`src/rtl/phase_meas_pkg.sv`:
```
// Shared encodings for the phase-measurement sequencer: FSM states and
// the status codes published with each result.
package phase_meas_pkg;

    typedef enum logic [2:0] {
        IDLE     = 3'd0,
        RD1      = 3'd1,
        RD2      = 3'd2,
        FILL     = 3'd3,
        PUSH     = 3'd4,
        WAIT_RES = 3'd5,
        DONE     = 3'd6
    } state_t;

    typedef enum logic [1:0] {
        ST_OK      = 2'd0,
        ST_LOWCONF = 2'd1,
        ST_TIMEOUT = 2'd2,
        ST_BADBIN  = 2'd3
    } status_t;

    // Bin 0 is DC and bins at or above NFFT/2 are mirror images.
    function automatic logic bin_ok(input logic [9:0] bin, input int nfft_half);
        return (bin != 10'd0) && (int'(bin) < nfft_half);
    endfunction

endpackage

```
`src/rtl/phase_meas_sequencer.sv`:
```
// One phase-difference measurement per FFT frame: fetch both channels'
// fundamental bin, push the pair to the calculator, then gate its result.
module phase_meas_sequencer
    import phase_meas_pkg::*;
#(
    parameter int RD_LAT    = 2,
    parameter int NFFT_HALF = 512,
    parameter int TIMEOUT   = 64
) (
    input  logic               clk,
    input  logic               rst_n,
    input  logic               frame_done,
    input  logic [9:0]         fund_bin,
    input  logic [7:0]         conf_thresh,
    output logic               mem_rd_en,
    output logic               mem_rd_ch,
    output logic [9:0]         mem_rd_addr,
    input  logic signed [15:0] mem_rd_re,
    input  logic signed [15:0] mem_rd_im,
    output logic               calc_enable,
    output logic signed [15:0] ch1_re,
    output logic signed [15:0] ch1_im,
    output logic signed [15:0] ch2_re,
    output logic signed [15:0] ch2_im,
    output logic               ch1_valid,
    output logic               ch2_valid,
    input  logic signed [15:0] calc_phase,
    input  logic               calc_valid,
    input  logic [7:0]         calc_conf,
    output logic signed [15:0] phase_out,
    output logic [1:0]         status,
    output logic               result_valid,
    output logic               busy,
    output logic [7:0]         overrun_cnt
);

    localparam int CW = (TIMEOUT > 2) ? $clog2(TIMEOUT) : 1;

    state_t              state;
    status_t             status_q;
    logic [CW-1:0]       tmo_cnt;
    logic [RD_LAT-1:0]   vld_pipe;
    logic [RD_LAT-1:0]   ch_pipe;

    wire rd_ret    = vld_pipe[RD_LAT-1];
    wire rd_ret_ch = ch_pipe[RD_LAT-1];

    assign status = status_q;
    assign busy   = (state != IDLE);

    always_ff @(posedge clk or negedge rst_n) begin
        if (!rst_n) begin
            state        <= IDLE;
            status_q     <= ST_OK;
            tmo_cnt      <= '0;
            vld_pipe     <= '0;
            ch_pipe      <= '0;
            mem_rd_en    <= 1'b0;
            mem_rd_ch    <= 1'b0;
            mem_rd_addr  <= '0;
            calc_enable  <= 1'b0;
            ch1_re       <= '0;
            ch1_im       <= '0;
            ch2_re       <= '0;
            ch2_im       <= '0;
            ch1_valid    <= 1'b0;
            ch2_valid    <= 1'b0;
            phase_out    <= '0;
            result_valid <= 1'b0;
            overrun_cnt  <= '0;
        end else begin
            calc_enable  <= 1'b1;
            ch1_valid    <= 1'b0;
            ch2_valid    <= 1'b0;
            result_valid <= 1'b0;

            // Track each issued read so its data is captured RD_LAT cycles later.
            vld_pipe[0] <= mem_rd_en;
            ch_pipe[0]  <= mem_rd_ch;
            for (int i = 1; i < RD_LAT; i++) begin
                vld_pipe[i] <= vld_pipe[i-1];
                ch_pipe[i]  <= ch_pipe[i-1];
            end
            if (rd_ret) begin
                if (rd_ret_ch) begin
                    ch2_re <= mem_rd_re;
                    ch2_im <= mem_rd_im;
                end else begin
                    ch1_re <= mem_rd_re;
                    ch1_im <= mem_rd_im;
                end
            end

            if (frame_done && state != IDLE && overrun_cnt != 8'hFF)
                overrun_cnt <= overrun_cnt + 8'd1;

            case (state)
                IDLE: begin
                    if (frame_done) begin
                        if (bin_ok(fund_bin, NFFT_HALF)) begin
                            state       <= RD1;
                            mem_rd_en   <= 1'b1;
                            mem_rd_ch   <= 1'b0;
                            mem_rd_addr <= fund_bin;
                        end else begin
                            state    <= DONE;
                            status_q <= ST_BADBIN;
                        end
                    end
                end
                RD1: begin
                    state     <= RD2;
                    mem_rd_ch <= 1'b1;
                end
                RD2: begin
                    state     <= FILL;
                    mem_rd_en <= 1'b0;
                end
                FILL: begin
                    // ch2 is always the later return, so its arrival completes the pair.
                    if (rd_ret && rd_ret_ch) begin
                        state     <= PUSH;
                        ch1_valid <= 1'b1;
                        ch2_valid <= 1'b1;
                    end
                end
                PUSH: begin
                    state   <= WAIT_RES;
                    tmo_cnt <= '0;
                end
                WAIT_RES: begin
                    tmo_cnt <= tmo_cnt + 1'b1;
                    if (calc_valid) begin
                        state <= DONE;
                        if (calc_conf >= conf_thresh) begin
                            status_q  <= ST_OK;
                            phase_out <= calc_phase;
                        end else begin
                            status_q <= ST_LOWCONF;
                        end
                    end else if (tmo_cnt == CW'(TIMEOUT - 2)) begin
                        state    <= DONE;
                        status_q <= ST_TIMEOUT;
                    end
                end
                DONE: begin
                    state        <= IDLE;
                    result_valid <= 1'b1;
                end
                default: state <= IDLE;
            endcase
        end
    end

endmodule
```
`config.mk`:
```
export PLATFORM = sky130hd
export DESIGN_NAME = phase_meas_sequencer
export DESIGN_NICKNAME = d
export VERILOG_FILES = /design/src/rtl/phase_meas_pkg.sv /design/src/rtl/phase_meas_sequencer.sv
export SDC_FILE = /design/constraint.sdc
export NUM_CORES = 1
export LEC_CHECK = 0
export CAP_MARGIN = 10
export CORE_ASPECT_RATIO = 0.8
export CORE_MARGIN = 4
export CORE_UTILIZATION = 48
export DETAILED_ROUTE_END_ITERATION = 12
export PLACE_DENSITY = 0.86
export REMOVE_ABC_BUFFERS = 1
export SLEW_MARGIN = 20
export SYNTH_ARGS = -nofsm -noshare
export SYNTH_HDL_FRONTEND = slang
export SYNTH_SLANG_ARGS = --single-unit
export TNS_END_PERCENT = 1
```
`constraint.sdc`:
```
create_clock -name clk -period 2.3 [get_ports clk]
set_input_delay 0.23 -clock clk [delete_from_list [all_inputs] [get_ports clk]]
set_output_delay 0.23 -clock clk [all_outputs]
set_load 0.03 [all_outputs]
```
== Word level (Yosys, flattened, before mapping) ==
Cells that the tools add are included.

* Eq/ne operators: 13
* Order comparisons: 2
* Reductions and logical operators: 19
* Bitwise gates (word level): 1
* Add/sub/neg operators: 2
* Mux-type cells: 22

{| class="wikitable"
|+ Operator list
! operator !! count
|-
| 3-bit one-hot mux with 6 select lines || 1
|-
| 3-bit two-way mux || 5
|-
| 3-bit AND reduction || 5
|-
| 6-bit one-hot mux with 2 select lines || 1
|-
| 10-bit less-than comparator, second input constant || 1
|-
| 10-bit nonzero test || 1
|-
| 3-bit == test, second input constant || 3
|-
| 8-bit by 1-bit adder with 8-bit output, second input constant || 1
|-
| 8-bit greater-or-equal comparator || 1
|-
| 1-bit two-way mux || 8
|-
| 2-bit two-way mux || 4
|-
| 2-bit inequality test, second input constant || 4
|-
| 8-bit inequality test, second input constant || 1
|-
| 2-bit nonzero test || 4
|-
| 6-bit by 1-bit adder with 6-bit output, second input constant || 1
|-
| 3-bit by 2-bit == test with 1-bit output, second input constant || 2
|-
| 6-bit == test, second input constant || 1
|-
| 1-bit logical AND || 4
|-
| 1-bit one-hot mux with 2 select lines || 2
|-
| 2-bit one-hot mux with 2 select lines || 1
|-
| 2-bit AND reduction || 2
|-
| 4-bit AND reduction || 1
|-
| 3-bit by 1-bit == test with 1-bit output, second input constant || 1
|-
| 3-bit zero test || 1
|-
| other kinds (3) || 3
|}

* Output and inout bits: 107
* Input bits: 78
* Flip-flop bits (word level): 118

== Longest topological paths before layout ==
Gate-level depths: netlist (run 1).

* Word-level depth: 5
* Depth in mapped cells: 8

== Worst setup path after synthesis (run 1) ==
No wires, ideal clock.

* Path kind: input to register
* Start: input port calc_conf[0]
* End: register phase_out[10]
* Arrival time: 1,741 ps
* Path slack: 434 ps
* Library setup time: 125 ps
* Stages on the path: 8
* Data required time: 2,175 ps
* Path buffers: 1
* Path through: inv_1 > ha_1 > nand2b_4 > a2111o_1 > a21oi_4 > nor2_4 > buf_12 > mux2_4

* Cells in the longest elaborated chain, start to end: 2

{| class="wikitable"
|+ RTL lines
! element !! line !! RTL
|-
| from (decl) || phase_meas_sequencer.sv:29 || <nowiki>input logic [7:0] calc_conf,</nowiki>
|-
| 8-bit greater-or-equal comparator || phase_meas_sequencer.sv:135 || <nowiki>if (calc_conf >= conf_thresh) begin</nowiki>
|-
| 3-bit AND reduction (no line) || - ||
|-
| to (signal assigned) || phase_meas_sequencer.sv:137 || <nowiki>phase_out <= calc_phase;</nowiki>
|-
| to (decl) || phase_meas_sequencer.sv:30 || <nowiki>output logic signed [15:0] phase_out,</nowiki>
|}

Every way passes these cells.
A chain may end at the register's enable or synchronous reset.

== Worst setup path in the final report (run 1) ==
* Start: input port conf_thresh[7]
* End: register phase_out[3]

* Cells in the longest elaborated chain, start to end: 2

{| class="wikitable"
|+ RTL lines
! element !! line !! RTL
|-
| from (decl) || phase_meas_sequencer.sv:14 || <nowiki>input logic [7:0] conf_thresh,</nowiki>
|-
| 8-bit greater-or-equal comparator || phase_meas_sequencer.sv:135 ||
|-
| 3-bit AND reduction (no line) || - ||
|}

Every way passes these cells.

==> summary.md, run 1 <==
| Metric | Value |
|---|---|
| Worst vdd ir | 1.141 mV |
| Fill cell count | 618 |
| DR pass1 iterations | 5 |
| Max-cap violations | 0 |
| Clock sinks | ~120 |
| Distinct cells, synth | 44 |
| Area Growth Syn to Fin | 53.43% |
| Worst-path fanout max | 16 |
| Sequential area share after synthesis | 60.39% |
| Reg-to-Reg End | phase_out[3] |
| Via density | 5.179 |
| Fraction of registers with async set or reset after synthesis | 100.0% |
| Die Area | 11880 um2 |
| Most used DFF post-synth | dfrtp_1 |
| Placeable Area | 9809 um2 |
| Hpwl dp | 8840 um |
| Number of synthesized register bits | 118 |
| Initial antenna violation count | 0 |
| Crit path DAT | 2.35 ns |
| Max H-tree Level | 4 |
| Fin crit share | 89.20% |
| Simple logic cell fraction of the synthesized area | under 10% |
| Setup slack, reg-to-reg | 0.30 ns |
| Final Critical Period | 2.052 ns |
| Row count | 32 |
| PD cells | 1598 nW/um2 |
| RSZ-0062 raised after global routing | false |
| Synth Area in Adders | between 2 and 3% |
| Worst slew margin | 57.27% |
| Clock-pin transition on the worst setup and hold timing paths | ~0.050 ns |
| CP Class | in2reg |
| CP peak stage delay | 0.48 ns |
| Fin. Hold Viols | 0 |
| Fmax | 487.4 MHz |
| Final total power | 11.99 mW |
| Top-count cell post-synth | dfrtp_1 |
| Die Span Y | 98.28 um |
| Compound-Gate Fraction of Synth Area | under 10% |
| Clk buf depth | 2 |
| Port Buf Inserts | 184 |
| Cells after Synth | 344 |
| Total grt overflow | 0 |
| Main combinational cell family by area after synthesis | multiplexers |
| Die width | 120.8 um |
| Setup Skew | 0.006485 ns |
| Skew-Pair Late Insertion Delay | slightly above 0.4 ns |
| Synth warn | 0 |
| Multiplexer share of the synthesized area | 21.49% |
| CTS tree | done |
| Share of cells above drive strength 1 | 23.51% |
| Setup violators final | 0 |
| First-pass GRT wire length | between 15000 and 20000 um |
| List of most frequent post-synthesis cells | dfrtp_1 (118), mux2_2 (78), nand2_1 (14) |
| Status | finished clean |
| Post-synthesis cell area | 4890 um2 |
| CP endpoint kind | flip-flop |
| HP Class | in2async |
| Routed WL | 12320 um |
| Worst r2r path cells | 5 |
| Synth area leaders | dfrtp_1 (60%), mux2_2 (18%), mux2_4 (3.1%) |
| Sequence of cells on the critical path | clkdlybuf4s50_1 -> inv_1 -> ha_1 -> nand4_1 -> a21oi_1 -> a21oi_4 -> nor2_4 -> mux2_2 |
| Starting DRC count in detailed routing | approximately 140 |
| Post-route design area | between 7000 and 8000 um2 |
| RePlAce Congestion | 0.8161 |
| Post-CTS Setup Inserts | 0 |
| Wire per inst | 17.88 um |
| DRC | 0 |
| Vias in the first global route | roughly 4000 |
| I/O Pins | approximately 190 |
| Max-slew violations | 0 |
| Largest net degree at the start of global routing | 53 |
| DR vias | 3568 |
| Top cell type's share of synthesized area | 60.39% |
| Post-Syn Area per Cell | 14.21 um2 |
| Post-Synth XOR/XNOR Area | under 10% |
| Antenna Cells | 0 |
| CTS root buffer | clkbuf_16 |
| Starting density of the core | 49.85% |
| Placed Area | 6912 um2 |
| Worst Tran Pin Value | approximately 0.64 ns |
| GRT Overall Usage | a little over a fifth |
| Leak | 3.276 nW |
| Net count, final | 629 |
| Antenna Nets Post-Route | 0 |
| Reg2Reg Launch Point | state[2] |
| Hold Slack | roughly 0.33 ns |
| Number of synthesized flops with an enable pin | 0 |
| Area leader, netlist | dfrtp_1 |
| CTS Buf Count | 17 |
| CP required | 2.59 ns |
| Slowest-stage cell, CP | nor2_4 |
| Setup TNS | 0 ns |
| CP Launch Type | input pin |
## registers in the layout, summed over array words and instances, names as in the netlist, 2 cells and up
register and count:
ch1_im 16, ch_pipe 2, status 2, phase_out 16, ch1_re 16, vld_pipe 2, ch2_im 16, state 3
tmo_cnt 6, mem_rd_addr 10, overrun_cnt 8, ch2_re 16
## cell type report
class / instances / area [um2] / area share, %
inverter: 10 / 37.54 / 0.5003
timing repair buffer: 191 / 1934 / 25.78
sequential: 118 / 2953 / 39.36
clock inverter: 9 / 100.1 / 1.334
tap: 136 / 170.2 / 2.268
multi-input combinational: 202 / 1829 / 24.38
clock buffer: 23 / 478.0 / 6.371
## where the power goes
part | switching, mW | total, mW | internal, mW
combinational | 3.01 | 5.70 | 2.69
clock | 0.886 | 2.55 | 1.67
sequential | 0.678 | 3.74 | 3.06
## cells in the final DEF, fill, tap and decap left out, types with 3 or more instances in the layout
master,n
nor3_1,7
o21ai_0,8
xor2_1,3
dfrtp_1,118
a21oi_1,4
buf_4,4
clkdlybuf4s50_1,182
clkbuf_8,3
a22o_1,4
mux2_4,10
ha_1,11
nand3_1,6
nand4_1,5
mux2_2,78
clkinv_2,5
xnor2_1,4
nor2_1,7
clkbuf_16,17
and3_1,3
nand2_1,14
clkbuf_1,3
a21o_1,5
nor2b_1,3
buf_12,3
inv_1,10
## worst max-delay path, delay by kind of cell
family,cells,cell delay (ns)
adder cells (fa/ha/maj),1,0.30
AO/OA/AOI/OAI,2,0.33
multiplexers,1,0.40
buffers and inverters,2,0.49
AND/OR/NAND/NOR,2,0.58
## cells by family (layout without fill, tap and decap cells)
kind of cell / Yosys count / count (layout)
other: 1 / 1
adders and majority gates: 11 / 11
muxes: 90 / 90
DFF: 118 / 118
and+or+nand+nor: 60 / 60
buffers and inverters: 24 / 233
AOI/OAI and AO/OA: 33 / 33
xor gates and xnor gates: 7 / 7
## what timing repair did
item | 4_1_cts | 5_1_grt
hold endpoints to repair | 36 | 0
hold buffers | 1 | 0
resized for setup | 0 | 1
endpoints found under the setup margin | 0 | 1
## worst max path at each step
stage / from / end / slack [ns] / cells past startpoint
2_1_floorplan: ch_pipe[1] / ch1_im[0] / -0.08 / 2
3_3_place_gp: conf_thresh[7] / phase_out[3] / -0.13 / 8
3_5_place_dp: conf_thresh[7] / phase_out[1] / -0.19 / 8
4_1_cts: state[1] / busy / 0.003 / 2
5_1_grt: conf_thresh[7] / phase_out[3] / 0.15 / 8
6_report: conf_thresh[7] / phase_out[3] / 0.25 / 8
## stage by stage
stage,utilization (%),cells,worst slack (ns)
4_1_cts,76.45,689,0.003294
5_1_grt,76.48,689,0.1496
3_3_place_gp,70.46,656,-0.1323
2_1_floorplan,-,330,-0.07980
3_5_place_dp,70.46,656,-0.1907
6_report,76.48,689,0.2484
## metal layers
| metal | wire (um) | track usage, % | share of wire, % | up-vias |
|---|---|---|---|---|
| met5 | 0 | 0 | 0 | - |
| met1 | 4739 | 24.35 | 38 | 1776 |
| met4 | 328 | 8.624 | 2.7 | 0 |
| met3 | 986 | 9.323 | 8.0 | 27 |
| met2 | 6264 | 36.17 | 51 | 142 |
| li1 | - | - | - | 1623 |
Power figures use the tool's default switching activity.
==> inputs of run 2 (changes only) <==
PLACE_DENSITY = 0.95   (was 0.86)
==> summary.md, run 2 (synthesis gave the netlist of run 1 again) <==
| Metric | Value |
|---|---|
| Logic gate share of total power | 46.5% (was 47.5%) |
| Net count, final | 631 (was 629) |
| Wire per inst | 17.73 um (was 17.88 um) |
| Post-CTS Setup Inserts | 0 (unchanged) |
| Worst-path fanout max | 13 (was 16) |
| WP buf/inv | 1 (was 2) |
| Die width | 120.8 um (unchanged) |
| Leak | 3.312 nW (was 3.276 nW) |
| Max-slew violations | 0 (unchanged) |
| Die Area | 11880 um2 (unchanged) |
| First-pass GRT wire length | 20470 um (was 19840 um) |
| Fmax | 454.1 MHz (was 487.4 MHz) |
| Clock-pin transition on the worst setup and hold timing paths | 0.05 ns (about the same) |
| CTS root buffer | clkbuf_16 (unchanged) |
| Fin crit share | 95.74% (was 89.20%) |
| PD cells | 1621 nW/um2 (was 1598 nW/um2) |
| Skew-Pair Late Insertion Delay | 0.40 ns (was 0.41 ns) |
| Largest net degree at the start of global routing | 47 (was 53) |
| Clock sinks | 118 (unchanged) |
| Setup violators final | 0 (unchanged) |
| Row count | 32 (unchanged) |
| Setup WS pre-CTS | -0.2273 ns (was -0.1907 ns) |
| CP delay by family, top | buffers and inverters (was simple AND/OR/NAND/NOR gates) |
| Routed WL | 12250 um (was 12320 um) |
| Share of cells above drive strength 1 | 23.96% (was 23.51%) |
| Placeable Area | 9809 um2 (unchanged) |
| CTS tree | done (unchanged) |
| Commonest non-fill, non-tap cell in the layout | clkdlybuf4s50_1 (unchanged) |
| DR vias | 3549 (was 3568) |
| Antenna Nets Post-Route | 0 (unchanged) |
| DR pass1 iterations | 4 (was 5) |
| Worst slew margin | 61.47% (was 57.27%) |
| Area Growth Syn to Fin | 54.79% (was 53.43%) |
| Port Buf Inserts | 184 (unchanged) |
| RSZ-0062 raised after global routing | false (unchanged) |
| Fin. Hold Viols | 0 (unchanged) |
| Status | finished clean (unchanged) |
| CTS Buf Count | 17 (unchanged) |
| CP Launch Type | flip-flop (was input pin) |
| Initial antenna violation count | 0 (unchanged) |
| HP Class | in2async (unchanged) |
| CP peak stage delay | 0.63 ns (was 0.48 ns) |
| Antenna Cells | 0 (unchanged) |
| Most frequent cells in the layout | clkdlybuf4s50_1 (183), dfrtp_1 (118), mux2_2 (78) (was clkdlybuf4s50_1 (182), dfrtp_1 (118), mux2_2 (78)) |
| Max-cap violations | 0 (unchanged) |
| Slowest-stage cell, CP | clkdlybuf4s50_1 (was nor2_4) |
| Worst vdd ir | 1.035 mV (was 1.141 mV) |
| Setup TNS | 0 ns (unchanged) |
| Vias in the first global route | 3984 (was 3937) |
| Placed Area | 6914 um2 (was 6912 um2) |
| NetSw | 4.568 mW (was 4.574 mW) |
| Final total power | 12.27 mW (was 11.99 mW) |
| Max H-tree Level | 4 (unchanged) |
| Setup Skew | 0.008449 ns (was 0.006485 ns) |
| Hpwl dp | 9034 um (was 8840 um) |
| Die Span Y | 98.28 um (unchanged) |
| CP endpoint kind | primary output (was flip-flop) |
| Clk buf depth | 2 (unchanged) |
| GRT Overall Usage | 22.04% (was 21.60%) |
| Starting DRC count in detailed routing | 146 (was 144) |
| Worst Tran Pin Value | 0.5766 ns (was 0.6394 ns) |
| CP required | 2.07 ns (was 2.59 ns) |
| Sw Ratio | 37.23% (was 38.15%) |
| Sequence of cells on the critical path | or3_1 -> clkdlybuf4s50_1 (was clkdlybuf4s50_1 -> inv_1 -> ha_1 -> nand4_1 -> a21oi_1 -> a21oi_4 -> nor2_4 -> mux2_2) |
| DRC | 0 (unchanged) |
| Internal | 7.702 mW (was 7.417 mW) |
| Via density | 5.136 (was 5.179) |
| Clock group share of total power | 23.2% (was 21.3%) |
| Util after Layout | 77.16% (was 76.48%) |
| Starting density of the core | 49.85% (unchanged) |
| Total grt overflow | 0 (unchanged) |
| CP Class | reg2out (was in2reg) |
| Sequential Power Share | 30.3% (was 31.2%) |
| RePlAce Congestion | 0.8070 (was 0.8161) |
| I/O Pins | 185 (unchanged) |
| Crit path DAT | 1.97 ns (was 2.35 ns) |
| Final Critical Period | 2.202 ns (was 2.052 ns) |
| PnR worst setup slack | 0.09795 ns (was 0.2484 ns) |
| Post-route design area | 7569 um2 (was 7502 um2) |
==> run 2: changes by cell type in the layout (fill, tap and decap cells not counted), sizes merged <==
cell	delta
buf	+2
bufinv	+2
clkbuf	+1
clkinvlp	-1
dlymetal6s2s	-1
clkinv	-2
clkdlybuf4s50	+1
==> run 2: area by class of cell <==
cell class / instances / area, um2
flip-flops and latches: 118 / 2953
fillers: 572 / 2241
repair buffers: 193 / 1934
multi-input cells: 202 / 1829
clock buffers: 24 / 501.7
well taps: 136 / 170.2
clock inverters: 8 / 142.6
inverters: 10 / 37.54
==> run 2: stage by stage <==
stage          hold slack, ns  std cells
2_1_floorplan        -0.06559        330
4_1_cts                0.3356        691
3_3_place_gp           0.2047        658
5_1_grt                0.3525        691
6_report               0.3144        691
3_5_place_dp           0.2102        658
==> run 2: worst paths after layout <==
check,start,endpoint,slack [ns],cells after the start
max in group asynchronous,rst_n,ch1_im[8],1.29,3
min in group clk,ch_pipe[0],ch_pipe[1],0.35,0
max,state[2],busy,0.1,2
min,rst_n,ch1_im[10],0.31,2
max reg2reg,state[2],phase_out[4],0.34,5
min reg2reg,ch_pipe[0],ch_pipe[1],0.35,0
==> run 2: what timing repair did <==
| action | in CTS | in global routing |
|---|---|---|
| resized for setup | 0 | 0 |
| hold buffers | 1 | 0 |
| hold endpoints to repair | 31 | 0 |
==> run 2: power by group through the flow <==
| stage | clock network (mW) | logic (mW) | registers [mW] |
|---|---|---|---|
| after detailed placement | 0 | 5.74 | 3.72 |
| after CTS | 2.87 | 5.77 | 3.72 |
| after floorplan | 0 | 1.49 | 5.41 |
| after global routing | 3.00 | 6.02 | 3.85 |
| after global placement | 0 | 5.60 | 3.66 |
| final | 2.85 | 5.71 | 3.72 |
==> run 2: worst register-to-register path, cell delays in order (launching register included) <==
cell	delay [ns]
dfrtp_1	0.56
nand2_1	0.17
nor2_1	0.12
nand2_1	0.11
nor2_4	0.47
mux2_2	0.41
==> run 2: per-layer routing <==
metal	global-route usage, %	wire (um)	vias up
met3	8.686	835	16
li1	-	-	1625
met2	37.79	6340	129
met4	6.882	187	0
met5	0	0	-
met1	25.43	4887	1779
==> inputs of run 3 (changes only) <==
CTS_CLUSTER_DIAMETER = 60   (was default)
==> results of run 3 <==
Same layout as run 2: the final DEF is identical, and so are final timing and power.
